### config.mk
export PLATFORM = sky130hd
export DESIGN_NAME = conv_stage_seq
export DESIGN_NICKNAME = d
export VERILOG_FILES = /design/src/rtl/conv_stage_seq.sv
export SDC_FILE = /design/constraint.sdc
export NUM_CORES = 1
export LEC_CHECK = 0
export BUFFER_PORTS_ARGS = -buffer_cell sky130_fd_sc_hd__buf_2
export CORE_MARGIN = 2
export CORE_UTILIZATION = 35
export DETAILED_ROUTE_END_ITERATION = 12
export PLACE_DENSITY = 0.6
export SLEW_MARGIN = 20
export SYNTH_ARGS = -nofsm -noshare
export SYNTH_HDL_FRONTEND = slang
export SYNTH_SLANG_ARGS = --single-unit
### constraint.sdc
create_clock -name clk_i -period 4.8 [get_ports clk_i]
set_input_delay 0.24 -clock clk_i [delete_from_list [all_inputs] [get_ports clk_i]]
set_output_delay 0.24 -clock clk_i [all_outputs]
set_load 0.01 [all_outputs]
### src/rtl/conv_stage_seq.sv
// conv_stage_seq: sequences the five CNN stage phases (weight load, input
// load, systolic compute, ReLU, pooling) in fixed order. Each phase waits
// for its load request, runs for a fixed number of cycles while driving its
// datapath enable and an index, then holds its done flag until the request
// is withdrawn. Loads for any phase other than the current one are flagged
// through a sticky error bit.
//
//   state   | meaning
//   --------+--------------------------------------------------------------
//   ST_WAIT | waiting for the current phase's load request
//   ST_RUN  | phase active: enable high, addr counts 0..N-1
//   ST_HOLD | phase finished: done high until the load request drops
//
// The phase register (PH_W..PH_P) selects which load/enable/done the
// sub-state refers to.
module conv_stage_seq #(
  parameter int W_CYC = 9,
  parameter int I_CYC = 16,
  parameter int S_CYC = 25,
  parameter int R_CYC = 16,
  parameter int P_CYC = 4
) (
  input  logic       clk_i,
  input  logic       reset_i,
  input  logic       w_load_i,
  input  logic       i_load_i,
  input  logic       s_load_i,
  input  logic       r_load_i,
  input  logic       p_load_i,
  output logic       done_w_o,
  output logic       done_i_o,
  output logic       done_s_o,
  output logic       done_r_o,
  output logic       done_p_o,
  output logic       w_en_o,
  output logic       i_en_o,
  output logic       s_en_o,
  output logic       r_en_o,
  output logic       p_en_o,
  output logic [7:0] addr_o,
  output logic       busy_o,
  output logic       err_o
);

  typedef enum logic [2:0] {
    PH_W = 3'd0,
    PH_I = 3'd1,
    PH_S = 3'd2,
    PH_R = 3'd3,
    PH_P = 3'd4
  } phase_e;

  typedef enum logic [1:0] {
    ST_WAIT = 2'd0,
    ST_RUN  = 2'd1,
    ST_HOLD = 2'd2
  } sub_e;

  // Last index of each phase; addr runs 0..N-1 so the run ends at N-1.
  localparam logic [7:0] W_LAST = 8'(W_CYC - 1);
  localparam logic [7:0] I_LAST = 8'(I_CYC - 1);
  localparam logic [7:0] S_LAST = 8'(S_CYC - 1);
  localparam logic [7:0] R_LAST = 8'(R_CYC - 1);
  localparam logic [7:0] P_LAST = 8'(P_CYC - 1);

  phase_e     phase_q, phase_d;
  sub_e       sub_q, sub_d;
  logic [7:0] addr_q, addr_d;
  logic       err_q, err_d;

  logic [4:0] load_vec;
  logic [4:0] cur_mask;
  logic [4:0] en_vec;
  logic [4:0] done_vec;
  logic       cur_load;
  logic       wrong_load;
  logic [7:0] last_addr;
  phase_e     next_phase;

  // Bit order of all 5-bit vectors follows the phase encoding: W is bit 0.
  assign load_vec   = {p_load_i, r_load_i, s_load_i, i_load_i, w_load_i};
  assign cur_mask   = 5'b00001 << phase_q;
  assign cur_load   = |(load_vec & cur_mask);
  assign wrong_load = |(load_vec & ~cur_mask);

  // Per-phase run length and successor phase.
  always_comb begin
    last_addr  = W_LAST;
    next_phase = PH_I;
    case (phase_q)
      PH_W: begin
        last_addr  = W_LAST;
        next_phase = PH_I;
      end
      PH_I: begin
        last_addr  = I_LAST;
        next_phase = PH_S;
      end
      PH_S: begin
        last_addr  = S_LAST;
        next_phase = PH_R;
      end
      PH_R: begin
        last_addr  = R_LAST;
        next_phase = PH_P;
      end
      PH_P: begin
        last_addr  = P_LAST;
        next_phase = PH_W;
      end
      default: begin
        last_addr  = W_LAST;
        next_phase = PH_W;
      end
    endcase
  end

  // Next-state logic for the phase/sub-state machine, index and error flag.
  always_comb begin
    phase_d = phase_q;
    sub_d   = sub_q;
    addr_d  = addr_q;
    err_d   = err_q;
    case (sub_q)
      ST_WAIT: begin
        if (wrong_load) begin
          err_d = 1'b1;
        end
        if (cur_load) begin
          sub_d  = ST_RUN;
          addr_d = 8'd0;
        end
      end
      ST_RUN: begin
        // The load level is not consulted here: a run always completes.
        if (wrong_load) begin
          err_d = 1'b1;
        end
        if (addr_q == last_addr) begin
          sub_d  = ST_HOLD;
          addr_d = 8'd0;
        end else begin
          addr_d = addr_q + 8'd1;
        end
      end
      ST_HOLD: begin
        if (!cur_load) begin
          sub_d   = ST_WAIT;
          phase_d = next_phase;
        end
      end
      default: begin
        sub_d   = ST_WAIT;
        phase_d = PH_W;
        addr_d  = 8'd0;
      end
    endcase
  end

  // State registers with asynchronous abort to WAIT of W.
  always_ff @(posedge clk_i or posedge reset_i) begin
    if (reset_i) begin
      phase_q <= PH_W;
      sub_q   <= ST_WAIT;
      addr_q  <= 8'd0;
      err_q   <= 1'b0;
    end else begin
      phase_q <= phase_d;
      sub_q   <= sub_d;
      addr_q  <= addr_d;
      err_q   <= err_d;
    end
  end

  // Outputs decode straight from registered state, so they never glitch
  // and only the current phase's enable/done can be high.
  assign en_vec   = (sub_q == ST_RUN)  ? cur_mask : 5'b00000;
  assign done_vec = (sub_q == ST_HOLD) ? cur_mask : 5'b00000;

  assign w_en_o   = en_vec[0];
  assign i_en_o   = en_vec[1];
  assign s_en_o   = en_vec[2];
  assign r_en_o   = en_vec[3];
  assign p_en_o   = en_vec[4];

  assign done_w_o = done_vec[0];
  assign done_i_o = done_vec[1];
  assign done_s_o = done_vec[2];
  assign done_r_o = done_vec[3];
  assign done_p_o = done_vec[4];

  assign addr_o   = addr_q;
  assign busy_o   = (sub_q == ST_RUN);
  assign err_o    = err_q;

endmodule

==> impl_metrics.yaml <==
status:
  status: "complete, no violations"
cells_and_area:
  drive_gt1_share_pct: 26.2
  layout_commonest_cell: "buf_2"
  final_nets: 150
  final_cell_mix: "26 x buf_2, 14 x dfrtp_1, 11 x nor2_1, 9 x nor3_1"
  syn2layout_area_growth_pct: 18.3
  finalInstanceArea_mm2: 0.00119
  diodes: 0
  instances_no_fill: 172
  fill_cells: 280
placed_design:
  io_buffers: 26
  dp.cells: 168
  dp_hpwl_um: 1700
  place_area_mm2: 0.00115
  place_congestion: 0.764
  place_ws_ps: 2680
setup_path:
  start_kind: "flop"
  critPathSlowestCell: "dfrtp_1"
  cp.arrival_ps: 2330
  crit_fanout: 17
  cp-end-kind: "flop"
  crit_type: "flop to flop"
  reg2regPathDepth: 5
  crit_chain: "mux2_2 -> a22oi_1 -> a21boi_4 -> o21ai_1 -> a221o_1"
  max_stage_delay_ps: 660
  required_ps: 4970
grt:
  grt_overflow: 0
  grt_pass1_wl_um: 3840
  grt_pass1_vias: 846
  grt_max_degree: 18
  antenna_found_initial: 0
  track_usage_pct: 14.7
sta:
  finClkSkew_ps: 0.575
  max_clock_freq_mhz: 463
  rsz0062_at_grt: "false"
  setup_tns_ps: 0
  hold-worst-slack_ps: 5.58
  period_minus_slack_ps: 2160
  worst_pin_slew_ps: 580
  max_slew_margin_pct: 61.3
  period_share_pct: 45.0
  fin_ws_ps: 2640
  maxSlewViolCount: 0
  hold_violations: 0
  setup_violations: 0
floorplanning:
  io_pins: 27
  fp-row-count: 19
  die_w_um: 57.5
  dieArea_mm2: 0.00331
  core_area_mm2: 0.00273
  start_util_pct: 36.7
  die_h_um: 57.5
clocking:
  cts_tree: "yes"
  holdBufCountCts: 0
  clk_path_buf_depth: 2
  cts_made_buffers: 3
  cts-resized-gates: 0
  clockRootBuffer: "clkbuf_4"
  clock-sinks: 14
  path_clk_slew_ps: 90
  cts.htree.levels: 1
  clkLatencyLatePin_ps: 280
  postCtsSetupBuffers: 0
route:
  wirelength_um: 2340
  post_drt_wl_per_cell_um: 13.6
  route.detailed.drc: 0
  ant_nets: 0
  vias: 961
  initialDrtViolationCount: 51
  first_pass_iters: 4
  vias_per_cell: 5.59
pwr:
  power.internal_uw: 315
  clock_power_share_pct: 14.5
  power_density_mw_per_mm2: 497
  combinationalPowerShare_pct: 49.2
  swShare_pct: 46.5
  leakage_uw: 0.000530
  ir_worst_vdd_mv: 0.242
  seqPwrFrac_pct: 36.3
  p_sw_uw: 274
yosys:
  syn-num-nets: 124
  synthArstFlopShare_pct: 100
  syn_area_mm2: 0.00100
  synthFlopType: "dfrtp_1"
  yosysSeqAreaShare_pct: 34.9
  ys_types: 39
  synth_edf_count: 0
  ys_seq_elements: 14
  yosys_warnings: 0
  synthCells: 116
  syn_avg_cell_area_um2: 8.65
job:
  drv_cap: 0
hold_path:
  hold_path_class: "primary input to asynchronous set/reset pin"
critical path, delay by kind of cell (launching register included):
kind           cells  cell delay [ps]
flip-flops         1              660
multiplexers       1              400
AO/OA/AOI/OAI      4              980
synth_stat cells, drive strengths merged (3+ instances only):
cell type | count | area [um2]
o21ai | 8 | 40.0
inv | 9 | 33.8
dfrtp | 14 | 350
o211ai | 3 | 22.5
nand2 | 4 | 22.5
mux2i | 3 | 30.0
nor2 | 11 | 41.3
nor2b | 5 | 31.3
o22ai | 5 | 31.3
xnor2 | 3 | 26.3
a21oi | 3 | 15.0
clkbuf | 3 | 11.3
nand3 | 8 | 40.0
nor3 | 9 | 45.0
power by group through the flow:
| stage | Clock (uW) | Sequential (uW) | Combinational, uW |
|---|---|---|---|
| finish | 85.4 | 214 | 290 |
| global route | 95.0 | 223 | 322 |
| CTS | 88.2 | 213 | 290 |
| detailed placement | 0 | 215 | 288 |
| global placement | 0 | 214 | 284 |
| floorplan | 0 | 193 | 228 |
flip-flops by register name (all words and copies together) (netlist names):
register / cells
phase_q: 3
addr_o: 8
sub_q: 2
err_o: 1
final cells by class:
type	instances	area (um2)	area share, %
well taps	31	38.8	3.27
flip-flops and latches	14	350	29.5
multi-input cells	87	594	50.1
clock buffers	4	36.3	3.06
repair buffers	26	130	11.0
inverters	10	37.5	3.16
metrics by stage:
| step | total power (uW) | utilization, % |
|---|---|---|
| after floorplan | 421 | - |
| after global placement | 497 | 42.1 |
| after detailed placement | 504 | 42.1 |
| after CTS | 591 | 43.4 |
| after global routing | 640 | 43.4 |
| final | 590 | 43.4 |
cell families after synthesis:
group                      count (synthesis)  share of synthesized area, %
AOI/OAI and AO/OA                         31                          25.4
buffers and inverters                     15                          5.86
DFF                                       14                          34.9
adders and majority gates                  1                          1.25
xor gates and xnor gates                   3                          2.62
and+or+nand+nor                           48                          25.8
muxes                                      4                          4.11
worst paths after layout:
check | from | to | slack [ps]
max in group asynchronous | reset_i | addr_o[5] | 4420
hold reg to reg | err_o | err_o | 460
setup / recovery | phase_q[2] | phase_q[1] | 2640
setup reg to reg | phase_q[2] | phase_q[1] | 2640
min in group clk_i | r_load_i | err_o | 380
hold / removal | reset_i | err_o | 6
routing by layer:
layer	GRT usage, %	share of wire (%)	vias to the layer above
li1	-	-	473
met1	22.0	49	450
met2	20.9	44	36
met3	2.04	5.9	2
met4	5.98	0.60	0
met5	0	0	-
(Power assumes the default switching activity.)
